**src/rtl/latex_stream_engine.sv**
```systemverilog
// latex_stream_engine: maps a line index to a ROM span and streams its lhs/rhs character pairs over valid/ready.
// Optional callsign beacon is enabled by defining LATEX_STREAM_CALLSIGN_EN.
module latex_stream_engine #(
    parameter int ADDR_W = 10,
    parameter int LINE_W = 6,
    parameter int LEN_W  = 10,
    parameter int CHAR_W = 8
) (
    input  logic                  clk,
    input  logic                  rst_n,
    input  logic                  start,
    input  logic [LINE_W-1:0]     line,
    input  logic                  loop,
    input  logic                  beacon,
    output logic [LINE_W-1:0]     ptr_line,
    input  logic [ADDR_W-1:0]     ptr_base,
    input  logic [LEN_W-1:0]      ptr_len,
    output logic [ADDR_W-1:0]     mem_addr,
    input  logic [2*CHAR_W-1:0]   mem_dout,
    output logic [CHAR_W-1:0]     lhs,
    output logic [CHAR_W-1:0]     rhs,
    output logic                  out_valid,
    input  logic                  out_ready,
    output logic                  busy,
    output logic                  done,
    output logic [LEN_W-1:0]      chars_remaining
);

    typedef enum logic [2:0] {
        IDLE,
        LOOKUP,
        FETCH,
        LOAD,
        PRESENT,
        DONE
    } state_t;

    localparam logic [LEN_W-1:0] CALL_LEN = LEN_W'(12);

    state_t              state;
    logic                start_q;
    logic                start_edge;
    logic [ADDR_W-1:0]   base_r;
    logic [LEN_W-1:0]    len_r;
    logic                beacon_now;
    logic                beacon_on;
    logic [CHAR_W-1:0]   beacon_char;

    assign start_edge = start & ~start_q;

`ifdef LATEX_STREAM_CALLSIGN_EN
    localparam logic [95:0] CALLSIGN = "CQ DE KC1GPW";

    logic       beacon_r;
    logic [3:0] call_idx;

    // Beacon request is captured with the start edge and held for the whole run.
    always_ff @(posedge clk or negedge rst_n) begin
        if (!rst_n) begin
            beacon_r <= 1'b0;
        end else if (state == IDLE && start_edge) begin
            beacon_r <= beacon;
        end
    end

    assign beacon_now  = beacon;
    assign beacon_on   = beacon_r;
    assign call_idx    = 4'(CALL_LEN - chars_remaining);
    assign beacon_char = CHAR_W'(CALLSIGN[8*(4'd11 - call_idx) +: 8]);
`else
    wire unused_beacon = beacon;

    assign beacon_now  = 1'b0;
    assign beacon_on   = 1'b0;
    assign beacon_char = '0;
`endif

    // Main sequencer: lookup, fetch/load/present per pair, optional loop, done pulse.
    always_ff @(posedge clk or negedge rst_n) begin
        if (!rst_n) begin
            state           <= IDLE;
            start_q         <= 1'b1;
            ptr_line        <= '0;
            base_r          <= '0;
            len_r           <= '0;
            mem_addr        <= '0;
            chars_remaining <= '0;
            lhs             <= '0;
            rhs             <= '0;
            out_valid       <= 1'b0;
            busy            <= 1'b0;
            done            <= 1'b0;
        end else begin
            start_q <= start;
            done    <= 1'b0;
            unique case (state)
                IDLE: begin
                    if (start_edge) begin
                        if (!beacon_now) begin
                            ptr_line <= line;
                        end
                        busy  <= 1'b1;
                        state <= LOOKUP;
                    end
                end
                LOOKUP: begin
                    if (beacon_on) begin
                        base_r          <= '0;
                        len_r           <= CALL_LEN;
                        chars_remaining <= CALL_LEN;
                        mem_addr        <= '0;
                        state           <= FETCH;
                    end else begin
                        base_r          <= ptr_base;
                        len_r           <= ptr_len;
                        chars_remaining <= ptr_len;
                        mem_addr        <= ptr_base;
                        if (ptr_len == '0) begin
                            done  <= 1'b1;
                            state <= DONE;
                        end else begin
                            state <= FETCH;
                        end
                    end
                end
                FETCH: begin
                    state <= LOAD;
                end
                LOAD: begin
                    if (beacon_on) begin
                        lhs <= beacon_char;
                        rhs <= beacon_char;
                    end else begin
                        lhs <= mem_dout[2*CHAR_W-1:CHAR_W];
                        rhs <= mem_dout[CHAR_W-1:0];
                    end
                    out_valid <= 1'b1;
                    state     <= PRESENT;
                end
                PRESENT: begin
                    if (out_ready) begin
                        out_valid <= 1'b0;
                        if (chars_remaining == LEN_W'(1) && loop) begin
                            mem_addr        <= base_r;
                            chars_remaining <= len_r;
                            state           <= FETCH;
                        end else begin
                            chars_remaining <= chars_remaining - LEN_W'(1);
                            if (!beacon_on) begin
                                mem_addr <= mem_addr + ADDR_W'(1);
                            end
                            if (chars_remaining == LEN_W'(1)) begin
                                done  <= 1'b1;
                                state <= DONE;
                            end else begin
                                state <= FETCH;
                            end
                        end
                    end
                end
                DONE: begin
                    busy  <= 1'b0;
                    state <= IDLE;
                end
                default: begin
                    state <= IDLE;
                end
            endcase
        end
    end

endmodule

```
**config.mk**
```make
export PLATFORM = sky130hd
export DESIGN_NAME = latex_stream_engine
export DESIGN_NICKNAME = d
export VERILOG_FILES = /design/src/rtl/latex_stream_engine.sv
export SDC_FILE = /design/constraint.sdc
export NUM_CORES = 1
export LEC_CHECK = 0
export ABC_AREA = 1
export CAP_MARGIN = 20
export CORE_ASPECT_RATIO = 1.2
export CORE_MARGIN = 2
export CORE_UTILIZATION = 40
export DETAILED_ROUTE_END_ITERATION = 6
export PLACE_DENSITY = 0.72
export SYNTH_ARGS = -nofsm -noshare
export SYNTH_HDL_FRONTEND = slang
export SYNTH_SLANG_ARGS = --single-unit
```
**constraint.sdc**
```tcl
create_clock -name clk -period 1.5 [get_ports clk]
set_input_delay 0.15 -clock clk [delete_from_list [all_inputs] [get_ports clk]]
set_output_delay 0.15 -clock clk [all_outputs]
set_load 0.005 [all_outputs]
```
# == Word-level counts from Yosys, hierarchy flattened ==
# Cells that the tools add are included.
# totals
reg_bits,69
input_bits,48
out_inout_bits,45
wordCells,56
# op_classes
addsub,2
eq_ne,8
muxes,21
n_bitwise,2
n_reduce_logical,11
# op_table
cell,n
$mux W10,4
$pmux W10 S2,2
$mux W3,5
$pmux W3 S5,1
$add A10 B1 Y10 const B,1
$eq A10 B1 Y1 const B,1
$logic_not A10 Y1,1
$reduce_and A2 Y1,5
$sub A10 B1 Y10 const B,1
$eq A3 B2 Y1 const B,2
$eq A3 B3 Y1 const B,2
$mux W1,6
$pmux W1 S2,3
$reduce_bool A2 Y1,3
$ne A2 B2 Y1 const B,2
$eq A3 B1 Y1 const B,1
$logic_not A3 Y1,1
$and A1 B1 Y1,1
$logic_and A1 B1 Y1,1
$not A1 Y1,1

# == Depth between registers and ports, before layout ==
# Gate-level depths: netlist (run 1).
# logic_depth
depth_word,5
mapped_depth,12
depth_no_buf,11

# == Worst setup path after synthesis (run 1) ==
# OpenSTA, ideal clock, no wires.
# synth_timing
path_kind,register to register
startpoint,register chars_remaining[1]
endpoint,register chars_remaining[9]
setup_time_ps,124
arrival_time_ps,1448
required_time_ps,1376
path_slack_ps,-71
stages_incl_launch_ff,13
n_path_buf,1
synth_period_minus_slack_ps,1571
path_cell_list,dfrtp_1 inv_1 ha_1 inv_1 nor2_1 nand3_1 nor2_1 buf_4 nand3_1 nand2_1 inv_1 nand2_1 a21oi_1
# synth_via
elab_chain_len,5
word_cells_on_any_way,6
cone_classes,1 x add/sub; 1 x eq/ne; 3 x mux; 1 x reduce/logical
# synth_lines
item,line,text
from (decl),26,output logic [LEN_W-1:0] chars_remaining
from (signal assigned),116,chars_remaining <= ptr_len;
from (signal assigned),145,chars_remaining <= len_r;
from (signal assigned),148,chars_remaining <= chars_remaining - LEN_W'(1);
"parallel branches: the longest is 2 deep, another holds $sub A10 B1 Y10",--,
$mux W10 (*),143,if (chars_remaining == LEN_W'(1) && loop) begin
$mux W10 (*),141,if (out_ready) begin
$pmux W10 S2 (*),96,unique case (state)
# Every way passes the cells marked *. The select of a mux whose other input is x is not followed.
# A chain may end at the register's enable or synchronous reset.

# == Worst setup path in the final report (run 1) ==
# layout_timing
startpoint,register chars_remaining[1]
endpoint,register chars_remaining[0]
# layout_via
elab_chain_len,5
# layout_lines
item,line
$eq A10 B1 Y1,143
$logic_and A1 B1 Y1,143
$mux W10,143
$mux W10,141
$pmux W10 S2,96
# No other way between the ends. The select of a mux whose other input is x is not followed.

==> impl_metrics.toml, run 1 <==
[outcome]
outcome = "finished with violations"
violations = "negative setup slack"

[cts]
cts_inserted_buffers = 9
cts_num_sinks = 69
clk_pin_slew_ns = 0.08
ctsLongestPathBuffers = 2
clock_latency_ns = 0.35
cts.htree.levels = 3
cts-root-buf = "clkbuf_8"
cts_tree = "done"

[layout]
drive_above_1_share = 0.275
fillers = 786
n_antenna_cell = 0
mostFrequentLayoutCell = "nand2_1"
final_net_count = 614
mostFrequentLayoutCells = "nand2_1, clkdlybuf4s50_1, dfrtp_1, inv_1, buf_4"
area_growth_syn_to_layout_pct = 51.0
fin_util = 0.615

[synth]
avgSynthCellArea_sq_um = 8.56
yosys_warnings = 0
synth_area_leader_cell = "dfrtp_1"
ys_seq_area_frac = 0.475
syn_inst = 425
netlist.area_leader.share = 0.468
ys_seq_elements = 69
synth_nets = 476
netlist_top_cells_area = "dfrtp_1, nand2_1, mux2_2, nand3_1, inv_1"
syn-cell-area_sq_mm = 0.00364
synth_cell_type_count = 33

[floorplan]
design.core.area_sq_mm = 0.00894
die-area_sq_mm = 0.00988
row_count = 38
die_h_um = 108
io_pins = 93
start_util = 0.407
die_w_um = 91.1

[power]
p_sw_w = 0.00403
seqPwrFrac = 0.322
internal_power_w = 0.00683
sw_frac_of_total = 0.371
power_density_mw_per_mm2 = 1980
p_comb_frac = 0.504
p_leak_nw = 2.50
power_frac_clock = 0.174
ir_worst_vdd_v = 0.00109

[route]
vias = 3406
drt_wl_total_um = 9880
first_iter_violations = 161
via_per_inst = 4.95
remaining_drc_errors = 0
wl_per_cell_um = 14.4
drt_first_pass_iters = 4
ant_nets = 0

[setup_path]
end_kind = "register"
r2r_slack_ns = -0.05
startpoint = "chars_remaining[1]"
worstPathBufferInverterCount = 4
cpLargestDelayFamily = "simple AND/OR/NAND/NOR gates"
worst_r2r_startpoint = "chars_remaining[1]"
crit_fanout = 5
criticalPathCategory = "register to register"
arrival_ns = 1.79
worst_setup_path_start_kind = "register"
slowest_stage = "dfrtp_1"
crit_chain = "inv_2, ha_4, inv_2, nor2_4, nand3_2, nor2_4, buf_6, buf_4, nand3_2, nand3_2, a21oi_2"
cp_common_cell = "nand3_2"
worstPathRequired_ns = 1.75
slowest_delay_ns = 0.39

[grt]
grt-ovfl-total = 0
grt.total_usage = 0.200
grt_pass1_vias = 3484
grt_pass1_wl_um = 15800
grt_max_degree = 38
antenna_found_initial = 0

[timing]
drv_slew = 0
rsz0062_at_grt = "true"
setup_ws_ns = -0.0478
fin_crit_sh = 1.03
skew_ns = 0.0109
tightestPinTransition_ns = 0.425
final-setup-viol-count = 10
post-route-min-period_ns = 1.55
finalHoldViolCount = 0
maxSlewHeadroom = 0.716
clock.fmax_ghz = 0.646
finalHoldWorstSlack_ns = 0.238

[placed_design]
io_buffers = 91
hpwl_um = 6750
gp_congestion = 0.893

[run]
cap_violations = 0

[hold_path]
hold_path.class = "input port to register"
min-delay-start = "start"
[metrics by stage]
| step | setup TNS [ns] | worst slack, ns | cells | power (W) | cell area [sq um] |
|---|---|---|---|---|---|
| finish | -0.180 | -0.0478 | 688 | 0.0109 | 5490 |
| detailed placement | -0.560 | -0.0758 | 655 | 0.00849 | 4900 |
| global placement | -0.188 | -0.0485 | 655 | 0.00835 | 4900 |
| global route | -1.88 | -0.150 | 688 | 0.0117 | 5490 |
| floorplan | 0 | 0.0121 | 425 | 0.00617 | 3660 |
| CTS | -0.0109 | -0.00689 | 677 | 0.0106 | 5260 |
[metal layers]
metal	track usage	vias up	part of all wire
met1	0.233	1613	0.40
met5	0	-	0
li1	-	1654	-
met4	0.0877	0	0.020
met3	0.0599	17	0.076
met2	0.344	122	0.51
[flip-flops by register name, indices dropped and copies added, names as in the netlist]
signal and cells:
base_r 10, chars_remaining 10, len_r 10, mem_addr 10
lhs 8, rhs 8, ptr_line 6, state 3
busy 1, done 1, out_valid 1, start_q 1
[cells in the mapped netlist (all sizes together)]
library cell,n
o211ai,7
clkbuf,2
xor2,5
nand2,114
xnor2,1
inv,47
mux2,22
nor2,47
nand3b,3
nand3,40
nor3,1
o22ai,6
buf,12
nand4,1
or2,1
a21oi,11
dfrtp,68
dfstp,1
o21ai,33
ha,3
[timing repair]
item / in CTS / in global routing
hold buffers: 1 / 0
pin swaps: 3 / 17
gates cloned: 1 / 1
endpoints found under the setup margin: 26 / 32
hold endpoints to repair: 14 / 0
gates resized for setup: 24 / 40
buffers inserted: 4 / 10
[cell type report]
class / count / area (sq um) / area share
inverters: 47 / 179 / 0.0326
flip-flops and latches: 69 / 1740 / 0.317
multi-input cells: 297 / 1820 / 0.331
clock inverters: 5 / 108 / 0.0196
clock buffers: 11 / 141 / 0.0257
well taps: 120 / 150 / 0.0273
repair buffers: 139 / 1360 / 0.247
[power by group through the flow]
stage,combinational (W),clock [W],sequential (W)
2_1_floorplan,0.00274,0,0.00343
3_3_place_gp,0.00490,0,0.00345
3_5_place_dp,0.00499,0,0.00350
4_1_cts,0.00519,0.00192,0.00349
5_1_grt,0.00605,0.00201,0.00361
6_report,0.00547,0.00189,0.00350
[kinds of logic (layout without fill, tap and decap cells)]
family                   count (synthesis)  count (layout)  share of synthesized area
AO/OA/AOI/OAI                           57              57                     0.0908
adder cells (fa/ha/maj)                  3               3                     0.0103
multiplexers                            22              22                     0.0681
AND/OR/NAND/NOR                        207             209                      0.260
buffers and inverters                   61             202                     0.0808
XOR/XNOR                                 6               6                     0.0144
flip-flops                              69              69                      0.475
[final timing paths]
| path | endpoint | depth (start not counted) |
|---|---|---|
| worst min register to register | out_valid | 2 |
| max in group asynchronous | chars_remaining[5] | 3 |
| worst max register to register | chars_remaining[0] | 11 |
| min in group asynchronous | chars_remaining[1] | 2 |
| worst min-delay path | start_q | 1 |
| worst max-delay path | chars_remaining[0] | 11 |
Note: power is estimated with default switching activity, not from simulation.
==> run 2, diff against run 1 <==
==> constraint.sdc (replaced) <==
create_clock -name clk -period 1.5 [get_ports clk]
set_input_delay 0.15 -clock clk [delete_from_list [all_inputs] [get_ports clk]]
set_output_delay 0.15 -clock clk [all_outputs]
set_load 0.02 [all_outputs]
==> run 2 against run 1 <==
Effect of this change:
- the run still ends with negative setup slack left
- register-to-register slack about the same
- global-route usage decreased by 0.13 points
- final cell count decreased by 1.3%
- clock skew rose by 0.0022 ns
- non-clock buffer count is 8 lower
- via count fell by 0.15%
- power increased by 2.6%
- sequential power hardly changed
- utilization decreased by 1.6 points
- fmax rose by 0.52%
- critical endpoint is now chars_remaining[9]
- largest power group unchanged
==> impl_metrics.toml, run 2 (synthesized netlist as in run 1, its figures left out) <==
[placed_design]
io_buffers = 91
dpl-instance-area_sq_mm = 0.00486
hpwl_um = 6680
gp_congestion = 0.858
dp_slack_ns = -0.0799

[timing]
rsz0062_at_grt = "true"
tightestPinTransition_ns = 0.516
drv_slew = 0
finalHoldViolCount = 0
skew_ns = 0.0131
final-setup-viol-count = 2
post-route-min-period_ns = 1.54
setup_ws_ns = -0.0398
finalHoldWorstSlack_ns = 0.245
fin_crit_sh = 1.03
maxSlewHeadroom = 0.655
clock.fmax_ghz = 0.649

[floorplan]
design.core.area_sq_mm = 0.00894
io_pins = 93
die-area_sq_mm = 0.00988
die_w_um = 91.1
start_util = 0.407
row_count = 38
die_h_um = 108

[route]
ant_nets = 0
drt_wl_total_um = 9850
wl_per_cell_um = 14.5
vias = 3401
first_iter_violations = 151
remaining_drc_errors = 0
via_per_inst = 5.01
drt_first_pass_iters = 4

[grt]
grt_max_degree = 70
antenna_found_initial = 0
grt.total_usage = 0.199
grt-ovfl-total = 0
grt_pass1_vias = 3370
grt_pass1_wl_um = 15600

[power]
power_density_mw_per_mm2 = 2080
p_leak_nw = 2.56
sw_frac_of_total = 0.422
seqPwrFrac = 0.313
p_comb_frac = 0.533
p_sw_w = 0.00471
internal_power_w = 0.00644
ir_worst_vdd_v = 0.00111
power_frac_clock = 0.154

[cts]
clock_latency_ns = 0.36
cts_tree = "done"
cts-root-buf = "clkbuf_8"
cts_num_sinks = 69
clk_pin_slew_ns = 0.08
cts.htree.levels = 3
ctsLongestPathBuffers = 2
cts_inserted_buffers = 9

[outcome]
outcome = "finished with violations"
violations = "negative setup slack"

[layout]
final_net_count = 606
mostFrequentLayoutCell = "nand2_1"
area_growth_syn_to_layout_pct = 47.2
final_cell_area_sq_mm = 0.00535
mostFrequentLayoutCells = "nand2_1, dfrtp_1, clkdlybuf4s50_1, inv_1, buf_4"
n_antenna_cell = 0
fillers = 820
drive_above_1_share = 0.249

[run]
cap_violations = 0

[hold_path]
hold_path.class = "input port to register"

[setup_path]
r2r_slack_ns = -0.04
criticalPathCategory = "register to register"
crit_fanout = 5
slowest_stage = "dfrtp_2"
worstPathBufferInverterCount = 4
slowest_delay_ns = 0.41
arrival_ns = 1.77
worstPathRequired_ns = 1.73
crit_chain = "inv_2, ha_4, inv_2, nor2_4, nand3_2, nor2_4, buf_6, nand3_2, nand2_1, inv_1, nand2_1, a21oi_1"
end_kind = "register"
worst_setup_path_start_kind = "register"
cpLargestDelayFamily = "simple AND/OR/NAND/NOR gates"
-- run 2: cell count changes in the layout (fill, tap and decap cells not counted), moves of 3 or more --
cell             before  now
clkdlybuf4s50_1      82   55
dlygate4sd2_1         4   18
dlymetal6s2s_1        4   15
buf_6                 6    1
nand2_1             101  106
nand2_2               9    5
buf_12                5    2
-- run 2: final cells by class --
type,instances,area [sq um],area share
Tap cell,120,150,0.0281
Clock inverter,5,83.8,0.0157
Inverter,47,181,0.0339
Multi-Input combinational cell,297,1800,0.335
Clock buffer,10,138,0.0257
Sequential cell,69,1740,0.324
Timing Repair Buffer,131,1270,0.237
-- run 2: repair_timing --
action                                 in CTS  in global routing
endpoints found under the hold margin      68                  0
gates resized for setup                    33                 43
hold buffers                                1                  0
setup endpoints to repair                  39                 44
cloned                                      1                  2
buffers inserted                            0                  8
pin swaps                                   3                  7
-- run 2: path summary, 6_finish.rpt --
path,from,to,cells after the start
max,chars_remaining[1],chars_remaining[9],12
min,start,start_q,1
max reg2reg,chars_remaining[1],chars_remaining[9],12
min reg2reg,out_valid,out_valid,2
max in group asynchronous,rst_n,start_q,3
min in group asynchronous,rst_n,ptr_line[1],3
-- run 2: routing by layer --
metal	up-vias	GRT usage	part of all wire	routed length (um)
li1	1640	-	-	-
met1	1646	0.236	0.41	4010
met2	100	0.344	0.52	5100
met3	15	0.0544	0.058	569
met4	0	0.0801	0.017	170
met5	-	0	0	0
-- run 2: power by group through the flow --
stage / clock (W) / sequential, W / combinational, W
2_1_floorplan: 0 / 0.00412 / 0.00273
3_3_place_gp: 0 / 0.00347 / 0.00556
3_5_place_dp: 0 / 0.00351 / 0.00566
4_1_cts: 0.00174 / 0.00348 / 0.00558
5_1_grt: 0.00181 / 0.00361 / 0.00652
6_report: 0.00171 / 0.00349 / 0.00595
-- run 2: through the flow --
step	cells	utilization	TNS, ns	total power (W)
4_1_cts	669	0.573	-0.0291	0.0108
3_3_place_gp	652	0.543	-0.698	0.00902
5_1_grt	679	0.599	-1.25	0.0119
6_report	679	0.599	-0.0426	0.0111
2_1_floorplan	425	-	-0.0553	0.00685
3_5_place_dp	652	0.543	-1.22	0.00917
==> run 3, diff against run 2 <==
--- a/config.mk
+++ b/config.mk
@@ -5,13 +5,12 @@
 export SDC_FILE = /design/constraint.sdc
 export NUM_CORES = 1
 export LEC_CHECK = 0
-export ABC_AREA = 1
 export CAP_MARGIN = 20
 export CORE_ASPECT_RATIO = 1.2
-export CORE_MARGIN = 2
+export CORE_MARGIN = 1
 export CORE_UTILIZATION = 40
 export DETAILED_ROUTE_END_ITERATION = 6
-export PLACE_DENSITY = 0.72
+export PLACE_DENSITY = 0.73
 export SYNTH_ARGS = -nofsm -noshare
 export SYNTH_HDL_FRONTEND = slang
 export SYNTH_SLANG_ARGS = --single-unit
==> run 3 against run 2 <==
Effect of this change:
- the flow still finishes with violations (negative setup slack)
- clock skew shrank 0.00089 ns
- combinational power grew 8.4%
- utilization grew 6.5 points
- critical endpoint is now mem_addr[5]
- worst hold slack lost 0.020 ns
- count of clock-buffer cells in the layout is the same
- final cell count shrank 3.4%
- sequential share of layout area shrank 0.83 points
- register-to-register slack lost 0.25 ns
- fmax shrank 14%
- cell area grew 2.7%
- first-iteration DRC count grew 23%
- routed wire length grew 9.3%
==> impl_metrics.toml, run 3 <==
[outcome]
outcome = "finished with violations"
violations = "negative setup slack"

[power]
sw_frac_of_total = 0.418
internal_power_w = 0.00678
p_sw_w = 0.00486
power_density_mw_per_mm2 = 2120
p_comb_frac = 0.554
total_power_w = 0.0116
ir_worst_vdd_v = 0.00112
p_leak_nw = 2.73
seqPwrFrac = 0.300
power_frac_clock = 0.146

[route]
via_per_inst = 5.29
first_iter_violations = 185
ant_nets = 0
drt_first_pass_iters = 4
wl_per_cell_um = 16.4
remaining_drc_errors = 0
drt_wl_total_um = 10800
vias = 3473

[cts]
clock_latency_ns = 0.36
cts-root-buf = "clkbuf_8"
clk_pin_slew_ns = 0.07
cts_tree = "done"
cts_num_sinks = 69
ctsLongestPathBuffers = 2
cts_inserted_buffers = 9
cts.htree.levels = 3

[placed_design]
gp_congestion = 0.876
hpwl_um = 7420
io_buffers = 91
dp_slack_ns = -0.389

[timing]
tightestPinTransition_ns = 0.401
skew_ns = 0.0122
post-route-min-period_ns = 1.79
maxSlewHeadroom = 0.732
fin_crit_sh = 1.19
fin_tns_setup_ns = -3.97
clock.fmax_ghz = 0.558
finalHoldViolCount = 0
drv_slew = 0
finalHoldWorstSlack_ns = 0.225
final-setup-viol-count = 23
rsz0062_at_grt = "true"
setup_ws_ns = -0.292

[setup_path]
worst_r2r_startpoint = "chars_remaining[8]"
slowest_delay_ns = 0.57
worst_setup_path_start_kind = "register"
startpoint = "chars_remaining[8]"
slowest_stage = "or4_4"
crit_chain = "or4_4, nor3_4, buf_4, a22oi_1, a22o_1"
crit_fanout = 5
worstPathRequired_ns = 1.74
arrival_ns = 2.04
criticalPathCategory = "register to register"
end_kind = "register"

[layout]
n_antenna_cell = 0
mostFrequentLayoutCells = "nand2_1, dfrtp_1, buf_4, clkdlybuf4s50_1, dlygate4sd2_1"
area_growth_syn_to_layout_pct = 58.2
drive_above_1_share = 0.255
final_net_count = 588
mostFrequentLayoutCell = "nand2_1"
fillers = 688

[hold_path]
hold_path.class = "input port to register"
min-delay-start = "start"

[synth]
syn-cell-area_sq_mm = 0.00347
synth.most_common_cell = "nand2_1"
yosys_warnings = 0
ys_seq_area_frac = 0.497
synth_area_leader_cell = "dfrtp_1"
netlist_top_cells_area = "dfrtp_1, nand2_1, mux2i_1, mux2_2, nor2_1"
yosys-top-cells-count = "nand2_1, dfrtp_1, nor2_1"
synth_nets = 429
netlist.area_leader.share = 0.490
synthArstFlopShare = 1.00
avgSynthCellArea_sq_um = 9.19
syn_inst = 378
ys_seq_elements = 69
synth_edf_count = 0
synth_ff_type = "dfrtp_1"
synth_cell_type_count = 57

[floorplan]
row_count = 36
io_pins = 93
die_h_um = 104
design.core.area_sq_mm = 0.00829
start_util = 0.419
die_w_um = 87.1
die-area_sq_mm = 0.00906

[run]
cap_violations = 0

[grt]
grt-ovfl-total = 0
grt_max_degree = 70
grt_pass1_vias = 3758
grt_pass1_wl_um = 17500
antenna_found_initial = 0
grt.total_usage = 0.251
-- run 3: changes by cell type after synthesis, sizes merged, moves of 13 or more --
cell,before,now
nand2,114,127
mux2,22,6
inv,47,5
nand3,40,10
o21ai,33,9
nor2,47,15
-- run 3: worst max-delay path: cells and delay by family, from the launching register on --
kind | cells | cell delay [ns]
buffers and inverters | 1 | 0.20
and+or+nand+nor | 2 | 0.79
DFF | 1 | 0.40
AOI/OAI and AO/OA | 2 | 0.29
-- run 3: metrics by stage --
stage,instances,util,area [sq um]
2_1_floorplan,378,-,3510
5_1_grt,656,0.663,5500
3_3_place_gp,629,0.599,4970
4_1_cts,653,0.645,5350
6_report,656,0.663,5500
3_5_place_dp,629,0.599,4970
-- run 3: cell families after synthesis --
group	Yosys count	share of synthesized area
XOR/XNOR	6	0.0151
multiplexers	13	0.0396
flip-flops	69	0.497
adder cells (fa/ha/maj)	3	0.0108
AO/OA/AOI/OAI	66	0.135
AND/OR/NAND/NOR	197	0.267
buffers and inverters	24	0.0353
-- run 3: final cells by class --
class,count,area [sq um],area share
tap,114,143,0.0259
clock buffer,10,138,0.0250
multi-input combinational,285,1780,0.324
inverter,5,18.8,0.00341
timing repair buffer,167,1600,0.290
clock inverter,6,86.3,0.0157
sequential,69,1740,0.316
-- run 3: final timing paths --
check	end	slack [ns]	cells past startpoint
max reg2reg	mem_addr[5]	-0.29	5
min	start_q	0.22	1
min in group asynchronous	base_r[7]	0.34	3
max	mem_addr[5]	-0.29	5
min reg2reg	base_r[3]	0.48	2
max in group asynchronous	start_q	0.82	3
-- run 3: routing by layer --
metal | vias to the layer above | GRT usage | share of wire
met5 | - | 0 | 0
li1 | 1646 | - | -
met2 | 140 | 0.428 | 0.51
met3 | 32 | 0.0643 | 0.062
met1 | 1655 | 0.280 | 0.38
met4 | 0 | 0.140 | 0.042
-- run 3: what timing repair did --
| action | 4_1_cts | 5_1_grt |
|---|---|---|
| pin swaps | 5 | 5 |
| buffers inserted | 6 | 3 |
| hold buffers | 1 | 0 |
| endpoints found under the hold margin | 68 | 0 |
| cloned | 1 | 0 |
| setup endpoints to repair | 51 | 70 |
| gates resized for setup | 45 | 38 |
-- run 3: power by group through the flow --
stage,Sequential [W],Clock [W],Combinational [W]
after floorplan,0.00415,0,0.00261
after global placement,0.00341,0,0.00604
after detailed placement,0.00346,0,0.00619
after CTS,0.00346,0.00173,0.00623
after global routing,0.00359,0.00181,0.00702
final,0.00349,0.00170,0.00645
